$ cat config.mk
export PLATFORM = sky130hd
export DESIGN_NAME = qbert_move_sequencer_flat
export DESIGN_NICKNAME = d
export VERILOG_FILES = /design/src/rtl/qbert_move_sequencer_if.sv /design/src/rtl/qbert_move_sequencer.sv /design/src/flat_wrapper.sv
export SDC_FILE = /design/constraint.sdc
export NUM_CORES = 1
export LEC_CHECK = 0
export BUFFER_PORTS_ARGS = -buffer_cell sky130_fd_sc_hd__buf_2
export CAP_MARGIN = 25
export CORE_MARGIN = 2
export CORE_UTILIZATION = 59
export DETAILED_ROUTE_END_ITERATION = 6
export PLACE_DENSITY = 0.78
export SETUP_SLACK_MARGIN = 0.02
export SLEW_MARGIN = 5
export SYNTH_ARGS = -nofsm -noshare
export SYNTH_HDL_FRONTEND = slang
export SYNTH_SLANG_ARGS = --single-unit
$ cat constraint.sdc
create_clock -name iCLK -period 3 [get_ports iCLK]
set_input_delay 0.15 -clock iCLK [delete_from_list [all_inputs] [get_ports iCLK]]
set_output_delay 0.15 -clock iCLK [all_outputs]
set_load 0.005 [all_outputs]
$ cat src/rtl/qbert_move_sequencer_if.sv
// Handshake/bus bundle for qbert_move_sequencer: move request, frame timing,
// jump geometry and the position/status outputs.
interface qbert_move_sequencer_if #(
  parameter int POS_W = 21
);
  localparam int Y_W = 10;
  localparam int X_W = POS_W - Y_W;

  logic             iStart;
  logic [2:0]       iJump;
  logic             iEndFrame;
  logic [X_W-1:0]   iXLENGTH;
  logic [Y_W-1:0]   iYSTEP;
  logic [POS_W-1:0] iPOS_INIT;
  logic             iLoadPos;
  logic [POS_W-1:0] oPOS;
  logic             oBusy;
  logic             oDone;
  logic             oBad;

  // Master drives requests and geometry, observes position and status
  modport master (
    output iStart, iJump, iEndFrame, iXLENGTH, iYSTEP, iPOS_INIT, iLoadPos,
    input  oPOS, oBusy, oDone, oBad
  );

  // Slave is the sequencer itself
  modport slave (
    input  iStart, iJump, iEndFrame, iXLENGTH, iYSTEP, iPOS_INIT, iLoadPos,
    output oPOS, oBusy, oDone, oBad
  );
endinterface

$ cat src/rtl/qbert_move_sequencer.sv
// Qbert jump sequencer: splits one diagonal jump into 2^LOG2_STEPS per-frame steps
// and lands exactly on the target. Optional macro QBERT_BOUNDS_CHECK_EN rejects off-screen targets.
module qbert_move_sequencer #(
  parameter int LOG2_STEPS = 3,
  parameter int POS_W      = 21
) (
  input logic                   iCLK,
  input logic                   iRST_n,
  qbert_move_sequencer_if.slave bus
);
  localparam int Y_W   = 10;
  localparam int X_W   = POS_W - Y_W;
  localparam int CNT_W = LOG2_STEPS + 1;
  localparam logic [CNT_W-1:0] STEPS_C = CNT_W'(1) << LOG2_STEPS;

  typedef enum logic [2:0] {
    IDLE       = 3'd0,
    WAIT_FRAME = 3'd1,
    STEP       = 3'd2,
    DONE       = 3'd3,
    BAD        = 3'd4
  } state_t;

  state_t           state_r;
  logic             start_d_r;
  logic             armed_r;
  logic [CNT_W-1:0] step_cnt_r;
  logic [X_W-1:0]   step_x_r;
  logic [Y_W-1:0]   step_y_r;
  logic [X_W-1:0]   tgt_x_r;
  logic [Y_W-1:0]   tgt_y_r;
  logic             x_neg_r;
  logic             y_neg_r;
  logic [POS_W-1:0] pos_r;
  logic             busy_r;
  logic             done_r;
  logic             bad_r;

  logic             start_edge_s;
  logic [X_W-1:0]   cur_x_s;
  logic [Y_W-1:0]   cur_y_s;
  logic             x_neg_s;
  logic             y_neg_s;
  logic [X_W-1:0]   nx_tgt_x_s;
  logic [Y_W-1:0]   nx_tgt_y_s;
  logic             out_of_bounds_s;
  logic             req_invalid_s;
  logic [X_W-1:0]   stepped_x_s;
  logic [Y_W-1:0]   stepped_y_s;
  logic [CNT_W-1:0] cnt_nx_s;

  function automatic logic [X_W-1:0] move_x(input logic [X_W-1:0] a,
                                            input logic [X_W-1:0] d,
                                            input logic           neg);
    if (neg) begin
      return a - d;
    end else begin
      return a + d;
    end
  endfunction

  function automatic logic [Y_W-1:0] move_y(input logic [Y_W-1:0] a,
                                            input logic [Y_W-1:0] d,
                                            input logic           neg);
    if (neg) begin
      return a - d;
    end else begin
      return a + d;
    end
  endfunction

  // armed_r masks the first cycle after reset so a held iStart is not taken as an edge
  always_comb begin
    start_edge_s = bus.iStart & ~start_d_r & armed_r;
    cur_x_s      = pos_r[POS_W-1:Y_W];
    cur_y_s      = pos_r[Y_W-1:0];
    x_neg_s      = bus.iJump[0];
    y_neg_s      = ~bus.iJump[1];
    stepped_x_s  = move_x(cur_x_s, step_x_r, x_neg_r);
    stepped_y_s  = move_y(cur_y_s, step_y_r, y_neg_r);
    cnt_nx_s     = step_cnt_r + CNT_W'(1);
  end

`ifdef QBERT_BOUNDS_CHECK_EN
  logic [X_W:0] ext_x_s;
  logic [Y_W:0] ext_y_s;

  // The extra bit catches underflow as a large value, so one compare covers both edges
  always_comb begin
    if (x_neg_s) begin
      ext_x_s = {1'b0, cur_x_s} - {1'b0, bus.iXLENGTH};
    end else begin
      ext_x_s = {1'b0, cur_x_s} + {1'b0, bus.iXLENGTH};
    end
    if (y_neg_s) begin
      ext_y_s = {1'b0, cur_y_s} - {1'b0, bus.iYSTEP};
    end else begin
      ext_y_s = {1'b0, cur_y_s} + {1'b0, bus.iYSTEP};
    end
    nx_tgt_x_s      = ext_x_s[X_W-1:0];
    nx_tgt_y_s      = ext_y_s[Y_W-1:0];
    out_of_bounds_s = (ext_x_s > (X_W+1)'(799)) || (ext_y_s > (Y_W+1)'(479));
  end
`else
  // Without bounds checking the target simply wraps in its field width
  always_comb begin
    nx_tgt_x_s      = move_x(cur_x_s, bus.iXLENGTH, x_neg_s);
    nx_tgt_y_s      = move_y(cur_y_s, bus.iYSTEP, y_neg_s);
    out_of_bounds_s = 1'b0;
  end
`endif

  always_comb begin
    req_invalid_s = bus.iJump[2] | out_of_bounds_s;
  end

  // Sequencer state, latched move geometry and registered outputs
  always_ff @(posedge iCLK) begin
    if (!iRST_n) begin
      state_r    <= IDLE;
      start_d_r  <= 1'b0;
      armed_r    <= 1'b0;
      step_cnt_r <= '0;
      step_x_r   <= '0;
      step_y_r   <= '0;
      tgt_x_r    <= '0;
      tgt_y_r    <= '0;
      x_neg_r    <= 1'b0;
      y_neg_r    <= 1'b0;
      pos_r      <= '0;
      busy_r     <= 1'b0;
      done_r     <= 1'b0;
      bad_r      <= 1'b0;
    end else begin
      start_d_r <= bus.iStart;
      armed_r   <= 1'b1;
      case (state_r)
        IDLE, DONE, BAD: begin
          if (bus.iLoadPos) begin
            pos_r   <= bus.iPOS_INIT;
            done_r  <= 1'b0;
            bad_r   <= 1'b0;
            busy_r  <= 1'b0;
            state_r <= IDLE;
          end else if (start_edge_s) begin
            if (req_invalid_s) begin
              bad_r   <= 1'b1;
              done_r  <= 1'b0;
              busy_r  <= 1'b0;
              state_r <= BAD;
            end else begin
              tgt_x_r    <= nx_tgt_x_s;
              tgt_y_r    <= nx_tgt_y_s;
              x_neg_r    <= x_neg_s;
              y_neg_r    <= y_neg_s;
              step_x_r   <= bus.iXLENGTH >> LOG2_STEPS;
              step_y_r   <= bus.iYSTEP >> LOG2_STEPS;
              step_cnt_r <= '0;
              busy_r     <= 1'b1;
              done_r     <= 1'b0;
              bad_r      <= 1'b0;
              state_r    <= WAIT_FRAME;
            end
          end
        end
        WAIT_FRAME: begin
          if (bus.iEndFrame) begin
            state_r <= STEP;
          end
        end
        STEP: begin
          step_cnt_r <= cnt_nx_s;
          if (cnt_nx_s == STEPS_C) begin
            // Final step lands on the exact target, absorbing the shift truncation
            pos_r   <= {tgt_x_r, tgt_y_r};
            busy_r  <= 1'b0;
            done_r  <= 1'b1;
            state_r <= DONE;
          end else begin
            pos_r   <= {stepped_x_s, stepped_y_s};
            state_r <= WAIT_FRAME;
          end
        end
        default: begin
          state_r <= IDLE;
          busy_r  <= 1'b0;
          done_r  <= 1'b0;
          bad_r   <= 1'b0;
        end
      endcase
    end
  end

  assign bus.oPOS  = pos_r;
  assign bus.oBusy = busy_r;
  assign bus.oDone = done_r;
  assign bus.oBad  = bad_r;

endmodule

$ cat src/flat_wrapper.sv
// flat-port wrapper written by rule: the top's interface ports become plain ports
module qbert_move_sequencer_flat 
#(
  parameter int LOG2_STEPS = 3,
  parameter int POS_W      = 21
)
  (iCLK, iRST_n, bus_iStart, bus_iJump, bus_iEndFrame, bus_iXLENGTH, bus_iYSTEP, bus_iPOS_INIT, bus_iLoadPos, bus_oPOS, bus_oBusy, bus_oDone, bus_oBad);
  qbert_move_sequencer_if #(.POS_W(POS_W)) bus_i ();
  input logic iCLK;
  input logic iRST_n;
  input wire logic [$bits(bus_i.iStart)-1:0] bus_iStart;
  input wire logic [$bits(bus_i.iJump)-1:0] bus_iJump;
  input wire logic [$bits(bus_i.iEndFrame)-1:0] bus_iEndFrame;
  input wire logic [$bits(bus_i.iXLENGTH)-1:0] bus_iXLENGTH;
  input wire logic [$bits(bus_i.iYSTEP)-1:0] bus_iYSTEP;
  input wire logic [$bits(bus_i.iPOS_INIT)-1:0] bus_iPOS_INIT;
  input wire logic [$bits(bus_i.iLoadPos)-1:0] bus_iLoadPos;
  output wire logic [$bits(bus_i.oPOS)-1:0] bus_oPOS;
  output wire logic [$bits(bus_i.oBusy)-1:0] bus_oBusy;
  output wire logic [$bits(bus_i.oDone)-1:0] bus_oDone;
  output wire logic [$bits(bus_i.oBad)-1:0] bus_oBad;
  assign bus_i.iStart = bus_iStart;
  assign bus_i.iJump = bus_iJump;
  assign bus_i.iEndFrame = bus_iEndFrame;
  assign bus_i.iXLENGTH = bus_iXLENGTH;
  assign bus_i.iYSTEP = bus_iYSTEP;
  assign bus_i.iPOS_INIT = bus_iPOS_INIT;
  assign bus_i.iLoadPos = bus_iLoadPos;
  assign bus_oPOS = bus_i.oPOS;
  assign bus_oBusy = bus_i.oBusy;
  assign bus_oDone = bus_i.oDone;
  assign bus_oBad = bus_i.oBad;
  qbert_move_sequencer #(.LOG2_STEPS(LOG2_STEPS), .POS_W(POS_W)) u_core (.iCLK(iCLK), .iRST_n(iRST_n), .bus(bus_i));
endmodule
Word-level counts from Yosys, hierarchy flattened
Cells that the tools add are included.
Word-level totals
  memories kept: 0
  ROM bits: 0
  logic and storage cells: 84
  bits of input ports: 50
  register bits: 71
  latch bits: 0
  memory bits (writable): 0
Operators by class
  muxes and demuxes: 31
  div/mod/pow operators: 0
  reduce and logical (&&, ||, !) cells: 10
  add/sub/neg operators: 9
  eq/ne operators: 12
  bitwise operators: 8
  shift operators: 0
  multipliers: 0
  order comparisons: 0
Operators by type and width (number)
  $mux 21: 2
  $pmux 21 s2: 1
  $mux 11: 2
  $mux 10: 2
  $mux 3: 4
  $mux 4: 3
  $add 11x11->11: 1
  $add 11x8->11: 1
  $mux 1: 11
  $sub 11x11->11: 1
  $sub 11x8->11: 1
  $add 10x10->10: 1
  $add 10x7->10: 1
  $sub 10x10->10: 1
  $sub 10x7->10: 1
  $pmux 3 s3: 1
  $ne 2x2->1 const B: 4
  $pmux 4 s2: 1
  $reduce_and 4->1: 2
  $eq 3x2->1 const B: 2
  $not 1->1: 6
  $pmux 1 s3: 2
  $reduce_and 2->1: 3
  $add 4x1->4 const B: 1
  other kinds (13): 15

Longest topological paths before layout
Gate-level depths: netlist of the first run.
  word-level depth: 6
  gate-level depth with buffers: 13
  depth with buffers taken out: 13

Worst setup path after synthesis of the first run
No wires, ideal clock.
  path type: flip-flop to flip-flop
  start point: register u_core.step_x_r[0]
  end point: register u_core.pos_r[20] (netlist: u_core.bus.oPOS[20])
  cell stages (with the launch flop): 12
  slack: 0.523 ns
  setup time: 0.114 ns
  arrival time: 2.363 ns
  data required time: 2.886 ns
  path through: dfxtp_1 > or4_1 > nor2_1 > nor2_1 > xnor2_1 > ha_1 > a211o_1 > a31oi_1 > o21ai_1 > o31ai_2 > xnor2_1 > a21o_1
On the way
  cells in the longest elaborated chain, start to end: 4
RTL lines
  start, declared: RTL line qbert_move_sequencer.sv:28  | logic [X_W-1:0] step_x_r;
  start signal, assigned: RTL line qbert_move_sequencer.sv:156  | step_x_r <= bus.iXLENGTH >> LOG2_STEPS;
  $add 11x8->11 or $sub 11x8->11 (tied branches): RTL line qbert_move_sequencer.sv:58, qbert_move_sequencer.sv:56
  $mux 11 (*): RTL line qbert_move_sequencer.sv:55  | if (neg) begin
  $mux 21 (*): RTL line qbert_move_sequencer.sv:173  | if (cnt_nx_s == STEPS_C) begin
  $pmux 21 s2 (*): RTL line qbert_move_sequencer.sv:137  | case (state_r)
  end signal, assigned: RTL line qbert_move_sequencer.sv:140  | pos_r <= bus.iPOS_INIT;
  end signal, assigned: RTL line qbert_move_sequencer.sv:175  | pos_r <= {tgt_x_r, tgt_y_r};
  end signal, assigned: RTL line qbert_move_sequencer.sv:180  | pos_r <= {stepped_x_s, stepped_y_s};
  end, declared: RTL line qbert_move_sequencer.sv:34  | logic [POS_W-1:0] pos_r;
Every way passes the cells marked *; elsewhere a longest branch is shown, timed or not.
A chain may end at the register's enable or synchronous reset.

Worst setup path after layout of the first run
Same ends and word-level chain as after synthesis.

==> results.sh, run 1 <==
export IMPL_wl_um=14000
export IMPL_die_h_um=98.2
export IMPL_routedWlPerCell_um=16.2
export IMPL_overflow=0
export IMPL_critPathArrivalTime_ns=3.04
export IMPL_p_switching_w=0.00128
export IMPL_synth_compound_area_frac=0.254
export IMPL_sequentialPowerShare=0.331
export IMPL_cts_tree="built"
export IMPL_ctsResizeCount=0
export IMPL_crit_family="compound AO/OA/AOI/OAI gates"
export IMPL_ant_nets=0
export IMPL_io_buffer_count=73
export IMPL_antenna_found_initial=0
export IMPL_drtIter0Drc=283
export IMPL_synth_nets=786
export IMPL_skew_ns=0.0129
export IMPL_fill_cells=785
export IMPL_vias=5222
export IMPL_async_flop_share=0
export IMPL_drive_gt1_frac=0.144
export IMPL_power_total_w=0.00337
export IMPL_critPathSlowestCell="or4_1"
export IMPL_fmax_mhz=361
export IMPL_syn_area_per_cell_um2=7.60
export IMPL_synth_cell_types=56
export IMPL_synth_top_area_frac=0.271
export IMPL_dr_pass1_iters=5
export IMPL_synth_edf_count=0
export IMPL_ys_ff_latch=71
export IMPL_crit_chain="or4_1 > nor2_1 > nor2_1 > xnor2_1 > ha_1 > a211o_1 > a31oi_1 > o21ai_1 > o31ai_2 > xnor2_1 > a21o_1"
export IMPL_synthSimpleGateAreaFrac=0.210
export IMPL_cp_max_fo=6
export IMPL_fin_crit_sh=0.924
export IMPL_p_per_area_nw_per_um2=571
export IMPL_p_comb_frac=0.411
export IMPL_drcViolationCount=0
export IMPL_critPathBufInv=0
export IMPL_dieArea_um2=9650
export IMPL_cts_path_max_buffers=2
export IMPL_critical_path_class="reg -> reg"
export IMPL_synth_top_cell_by_area="dfxtp_1"
export IMPL_synthMuxAreaShare=0.0139
export IMPL_nNetsFinal=849
export IMPL_clkTransAtPathRegs_ns=0.09
export IMPL_worst_pin_slew_ns=0.773
export IMPL_p_sw_frac=0.379
export IMPL_ioPinCount=74
export IMPL_synthTopCellsByArea="dfxtp_1 (27%), ha_1 (10%), a21oi_1 (8.1%)"
export IMPL_numCtsBuffers=9
export IMPL_cp_end_kind="flop"
export IMPL_diodes=0
export IMPL_h_tree_depth=3
export IMPL_clock_latency_ns=0.36
export IMPL_finalMaxSlewViolations=0
export IMPL_hold_viol=0
export IMPL_start_util=0.604
export IMPL_crit_path_start_kind="flop"
export IMPL_cts_sinks=71
export IMPL_finalCriticalPeriod_ns=2.77
export IMPL_status="finished, final reports clean"
export IMPL_intPower_w=0.00209
export IMPL_grt_pass1_vias=4896
export IMPL_max_slew_margin=0.485
export IMPL_tns_ns=0
export IMPL_post_route_util=0.679
export IMPL_syn2layout_area_growth_pct=12.6
export IMPL_cts_root_buf="clkbuf_8"
export IMPL_rsz0062_at_grt="false"
export IMPL_die_width_um=98.2
export IMPL_post_cts_setup_buffers=0
export IMPL_ys_seq_area_frac=0.271
export IMPL_ys_flop_type="dfxtp_1"
export IMPL_row_count=34
export IMPL_core_area_um2=8680
export IMPL_synth_cells=689
export IMPL_synth_top_family_by_area="compound AO/OA/AOI/OAI gates"
export IMPL_viasPerCell=6.04
export IMPL_required_ns=3.27
export IMPL_slowest_delay_ns=0.53
export IMPL_ir_drop_mv=0.346
export IMPL_cap_violations=0
export IMPL_yosysWarnings=0
export IMPL_synthXorXnorAreaFrac=0.0886
export IMPL_synth_adder_area_share=0.118
export IMPL_cts_hold_buf=0
export IMPL_finalSetupViolCount=0
export IMPL_place_hpwl_um=10400
export IMPL_grt_pass1_wl_um=23700
export IMPL_grt_max_degree=40
export IMPL_grt_use_total=0.298
export IMPL_place_congestion=1.02
export IMPL_hold_path_class="in -> reg"
export IMPL_p_leak_nw=2.45
export IMPL_clkPwrFrac=0.258
export IMPL_syn_cell_area_um2=5240
==> flip-flops by register name, indices dropped and copies added, names as in the netlist, 3 cells and up <==
| signal | cells |
|---|---|
| u_core.bus.oPOS | 21 |
| u_core.state_r | 3 |
| u_core.step_cnt_r | 4 |
| u_core.step_x_r | 8 |
| u_core.step_y_r | 7 |
| u_core.tgt_x_r | 11 |
| u_core.tgt_y_r | 10 |
==> placed cells by master (no fill, tap or decap), types with 9 or more instances in the layout <==
master and count:
a211oi_1 19, a21oi_1 85, a31oi_1 13, buf_2 73, buf_4 11, clkbuf_8 9
dfxtp_1 71, ha_1 43, inv_1 21, nand2_1 90, nand2b_1 12, nand3_1 19
nor2_1 65, nor3_1 19, o21a_1 11, o21ai_0 36, xnor2_1 35, xor2_1 18
==> per-stage QoR <==
stage | hold WS [ns] | cell area [µm²] | setup slack, ns | instances
after detailed placement | 0.391 | 5670 | 0.260 | 849
after global placement | 0.370 | 5670 | 0.378 | 849
after floorplan | 0.178 | 5240 | 0.523 | 689
final | 0.0116 | 5900 | 0.227 | 865
after global routing | 0.0355 | 5900 | 0.0432 | 865
after CTS | 0.0151 | 5890 | 0.252 | 865
==> logic make-up (layout without fill, tap and decap cells) <==
kind of cell / count (synthesis) / count (layout)
buf+inv: 53 / 121
flops: 71 / 71
mux: 7 / 7
fa+ha+maj: 47 / 47
compound gates: 215 / 215
xor+xnor: 53 / 53
simple gates: 243 / 243
==> synth_stat cells, types with 4 or more instances <==
cell type / n
nand2b_1: 12
nor2b_1: 5
ha_1: 43
a21oi_1: 85
a21o_1: 7
clkbuf_1: 18
a211oi_1: 19
o21a_1: 11
fa_1: 4
dfxtp_1: 71
nand3_1: 19
mux2i_1: 5
o21ai_0: 36
a31oi_1: 13
and3_1: 6
and2_1: 4
buf_2: 12
xnor2_1: 35
inv_1: 21
nand2_1: 90
nor2_1: 65
xor2_1: 18
nor4_1: 6
o22ai_1: 7
o211ai_1: 4
nor3_1: 19
==> power by group through the flow <==
stage / clock [W] / sequential (W) / combinational, W
floorplan: 0 / 0.00110 / 0.00102
global placement: 0 / 0.00113 / 0.00131
detailed placement: 0 / 0.00113 / 0.00135
CTS: 0.000877 / 0.00111 / 0.00137
global route: 0.000915 / 0.00112 / 0.00154
finish: 0.000869 / 0.00111 / 0.00139
==> metal layers <==
layer / vias to the layer above / global-route usage / part of all wire
met4: 0 / 0.0959 / 0.022
met2: 198 / 0.484 / 0.45
met3: 32 / 0.0451 / 0.067
met1: 2410 / 0.410 / 0.46
met5: - / 0 / 0
li1: 2582 / - / -
==> layout make-up <==
cell class              count  area [µm²]  area share
clock buffers               9         124      0.0210
flip-flops and latches     71        1420       0.241
clock inverters             7        97.6      0.0165
repair buffers             84         448      0.0760
well taps                 108         135      0.0229
multi-input cells         565        3590       0.609
inverters                  21        78.8      0.0134
==> path summary, 6_finish.rpt <==
kind | startpoint | cells after the start | to | slack, ns
max reg2reg | u_core.step_x_r[0]$_SDFFE_PN0P_ | 11 | u_core.bus.oPOS[20]$_SDFFE_PN0P_ | 0.23
min reg2reg | u_core.tgt_x_r[4]$_SDFFE_PN0P_ | 2 | u_core.tgt_x_r[4]$_SDFFE_PN0P_ | 0.46
min | bus_iStart | 2 | u_core.start_d_r$_SDFF_PN0_ | 0.01
max | u_core.step_x_r[0]$_SDFFE_PN0P_ | 11 | u_core.bus.oPOS[20]$_SDFFE_PN0P_ | 0.23
Power figures use the tool's default switching activity.
==> run 2: changes to the inputs <==
--- a/config.mk
+++ b/config.mk
@@ -5,12 +5,13 @@
 export SDC_FILE = /design/constraint.sdc
 export NUM_CORES = 1
 export LEC_CHECK = 0
+export ABC_AREA = 1
 export BUFFER_PORTS_ARGS = -buffer_cell sky130_fd_sc_hd__buf_2
 export CAP_MARGIN = 25
 export CORE_MARGIN = 2
 export CORE_UTILIZATION = 59
 export DETAILED_ROUTE_END_ITERATION = 6
-export PLACE_DENSITY = 0.78
+export PLACE_DENSITY = 0.77
 export SETUP_SLACK_MARGIN = 0.02
 export SLEW_MARGIN = 5
 export SYNTH_ARGS = -nofsm -noshare
==> results.sh, run 2 <==
export IMPL_status="finished, final reports clean"
export IMPL_grt_pass1_wl_um=25900
export IMPL_synth_nets=1014
export IMPL_antenna_found_initial=0
export IMPL_hold_path_class="in -> reg"
export IMPL_post_place_cells=1102
export IMPL_drcViolationCount=0
export IMPL_required_ns=3.28
export IMPL_reg2reg_depth=15
export IMPL_synth_edf_count=0
export IMPL_place_hpwl_um=12500
export IMPL_drive_gt1_frac=0.109
export IMPL_synth_top_area_frac=0.248
export IMPL_numCtsBuffers=9
export IMPL_rrSetupSlack_ns=0.58
export IMPL_synth_cells=917
export IMPL_largest_reg_flops=21
export IMPL_start_util=0.615
export IMPL_dieArea_um2=10500
export IMPL_grt_use_total=0.316
export IMPL_place_congestion=0.958
export IMPL_ys_flop_type="dfxtp_1"
export IMPL_cap_violations=0
export IMPL_nNetsFinal=1082
export IMPL_synth_most_common_cell="nand2_1"
export IMPL_hold_path_depth=2
export IMPL_h_tree_depth=3
export IMPL_rsz0062_at_grt="false"
export IMPL_finalCriticalPeriod_ns=2.42
export IMPL_crit_start="u_core.step_y_r[0]$_SDFFE_PN0P_"
export IMPL_critical_path_class="reg -> reg"
export IMPL_ctsResizeCount=0
export IMPL_cts_root_buf="clkbuf_8"
export IMPL_viasPerCell=5.41
export IMPL_design_area_um2=6430
export IMPL_routedWlPerCell_um=14.6
export IMPL_overflow=0
export IMPL_max_slew_margin=0.486
export IMPL_syn_cell_area_um2=5740
export IMPL_diodes=0
export IMPL_ys_seq_area_frac=0.248
export IMPL_ir_drop_mv=0.450
export IMPL_cts_sinks=71
export IMPL_async_flop_share=0
export IMPL_skew_ns=0.0174
export IMPL_die_h_um=103
export IMPL_grt_max_degree=52
export IMPL_tns_ns=0
export IMPL_die_width_um=103
export IMPL_syn2layout_area_growth_pct=12.1
export IMPL_final_common_cell="nand2_1"
export IMPL_critPathArrivalTime_ns=2.70
export IMPL_layout_common_cells="nand2_1 (220), inv_1 (152), nand3_1 (90)"
export IMPL_clock_latency_ns=0.35
export IMPL_worstSetupEndpoint="u_core.bus.oPOS[7]$_SDFFE_PN0P_"
export IMPL_fin_crit_sh=0.806
export IMPL_final_setup_worst_slack_ns=0.581
export IMPL_cts_path_max_buffers=2
export IMPL_cts_tree="built"
export IMPL_yosysWarnings=0
export IMPL_r2r_end="u_core.bus.oPOS[7]$_SDFFE_PN0P_"
export IMPL_synth_cell_types=32
export IMPL_fill_cells=869
export IMPL_row_count=35
export IMPL_cp_end_kind="flop"
export IMPL_dr_pass1_iters=5
export IMPL_core_area_um2=9330
export IMPL_vias=6051
export IMPL_drtIter0Drc=287
export IMPL_clkTransAtPathRegs_ns=0.08
export IMPL_ioPinCount=74
export IMPL_ys_ff_latch=71
export IMPL_synth_common_cells="nand2_1 (220), inv_1 (152), nand3_1 (90)"
export IMPL_synthTopCellsByArea="dfxtp_1 (25%), nand2_1 (14%), inv_1 (9.9%)"
export IMPL_ant_nets=0
export IMPL_finalSetupViolCount=0
export IMPL_cp_max_fo=5
export IMPL_power_total_w=0.00362
export IMPL_wl_um=16300
export IMPL_io_buffer_count=73
export IMPL_fmax_mhz=413
export IMPL_stdcell_count=1119
export IMPL_p_per_area_nw_per_um2=564
export IMPL_reg2reg_from="u_core.step_y_r[0]$_SDFFE_PN0P_"
export IMPL_syn_area_per_cell_um2=6.26
export IMPL_dp_worst_setup_slack_ns=0.622
export IMPL_p_leak_nw=3.42
export IMPL_finalMaxSlewViolations=0
export IMPL_synth_top_cell_by_area="dfxtp_1"
export IMPL_post_cts_setup_buffers=0
export IMPL_grt_pass1_vias=5608
export IMPL_worst_pin_slew_ns=0.769
export IMPL_crit_path_start_kind="flop"
export IMPL_hold_viol=0
export IMPL_placed_cell_area_um2=6210
export IMPL_cts_hold_buf=1
==> run 2: kinds of logic after synthesis <==
family | Yosys count | share of synthesized area
buffers and inverters | 177 | 0.118
AND/OR/NAND/NOR | 399 | 0.299
AO/OA/AOI/OAI | 182 | 0.166
flip-flops | 71 | 0.248
XOR/XNOR | 41 | 0.0626
adder cells (fa/ha/maj) | 47 | 0.108
==> run 2: worst min-delay path by stage <==
stage / from / end / slack (ns)
floorplan: iRST_n / u_core.armed_r$_DFF_P_ / 0.18
global placement: bus_iStart / u_core.start_d_r$_SDFF_PN0_ / 0.34
detailed placement: bus_iStart / u_core.start_d_r$_SDFF_PN0_ / 0.35
CTS: bus_iJump[1] / u_core.y_neg_r$_SDFFE_PN0P_ / 0.03
global route: bus_iJump[1] / u_core.y_neg_r$_SDFFE_PN0P_ / 0.04
finish: bus_iJump[1] / u_core.y_neg_r$_SDFFE_PN0P_ / 0.04
==> run 2: through the flow <==
step | utilization | hold slack [ns]
2_1_floorplan | - | 0.178
3_3_place_gp | 0.666 | 0.343
3_5_place_dp | 0.666 | 0.354
4_1_cts | 0.689 | 0.0336
5_1_grt | 0.689 | 0.0392
6_report | 0.689 | 0.0443
==> run 2: where the power goes <==
| part | leakage (nW) | total, W | switching, W | internal (W) |
|---|---|---|---|---|
| Sequential | 0.580 | 0.00112 | 0.000105 | 0.00102 |
| Clock | 0.0988 | 0.000818 | 0.000386 | 0.000432 |
| Combinational | 2.74 | 0.00168 | 0.00104 | 0.000638 |
| Total | 3.42 | 0.00362 | 0.00154 | 0.00209 |
==> run 2: critical path, cell delays in order (launching register included) <==
cell     delay, ns
dfxtp_1       0.34
inv_1         0.10
ha_1          0.17
inv_1         0.05
nor3_1        0.21
nor2_1        0.08
xor2_1        0.15
inv_1         0.07
ha_1          0.34
a21oi_1       0.30
nor2_1        0.07
nor2_1        0.13
nand2_1       0.06
nand2_1       0.06
nand3_1       0.07
a21oi_1       0.14
==> run 2: cell type report <==
type                       count  area (µm²)  area share
sequential                    71        1420       0.221
multi-input combinational    669        3640       0.566
inverter                     154         578      0.0899
clock inverter                 4        53.8     0.00837
clock buffer                  12         155      0.0241
timing repair buffer          80         420      0.0654
tap                          129         161      0.0251
==> run 2: layer usage <==
layer | global-route usage | wire length, µm | vias to the layer above
met5 | 0 | 0 | -
met4 | 0.130 | 473 | 0
met3 | 0.0461 | 1030 | 33
met2 | 0.559 | 7880 | 230
met1 | 0.383 | 6940 | 2706
li1 | - | - | 3082
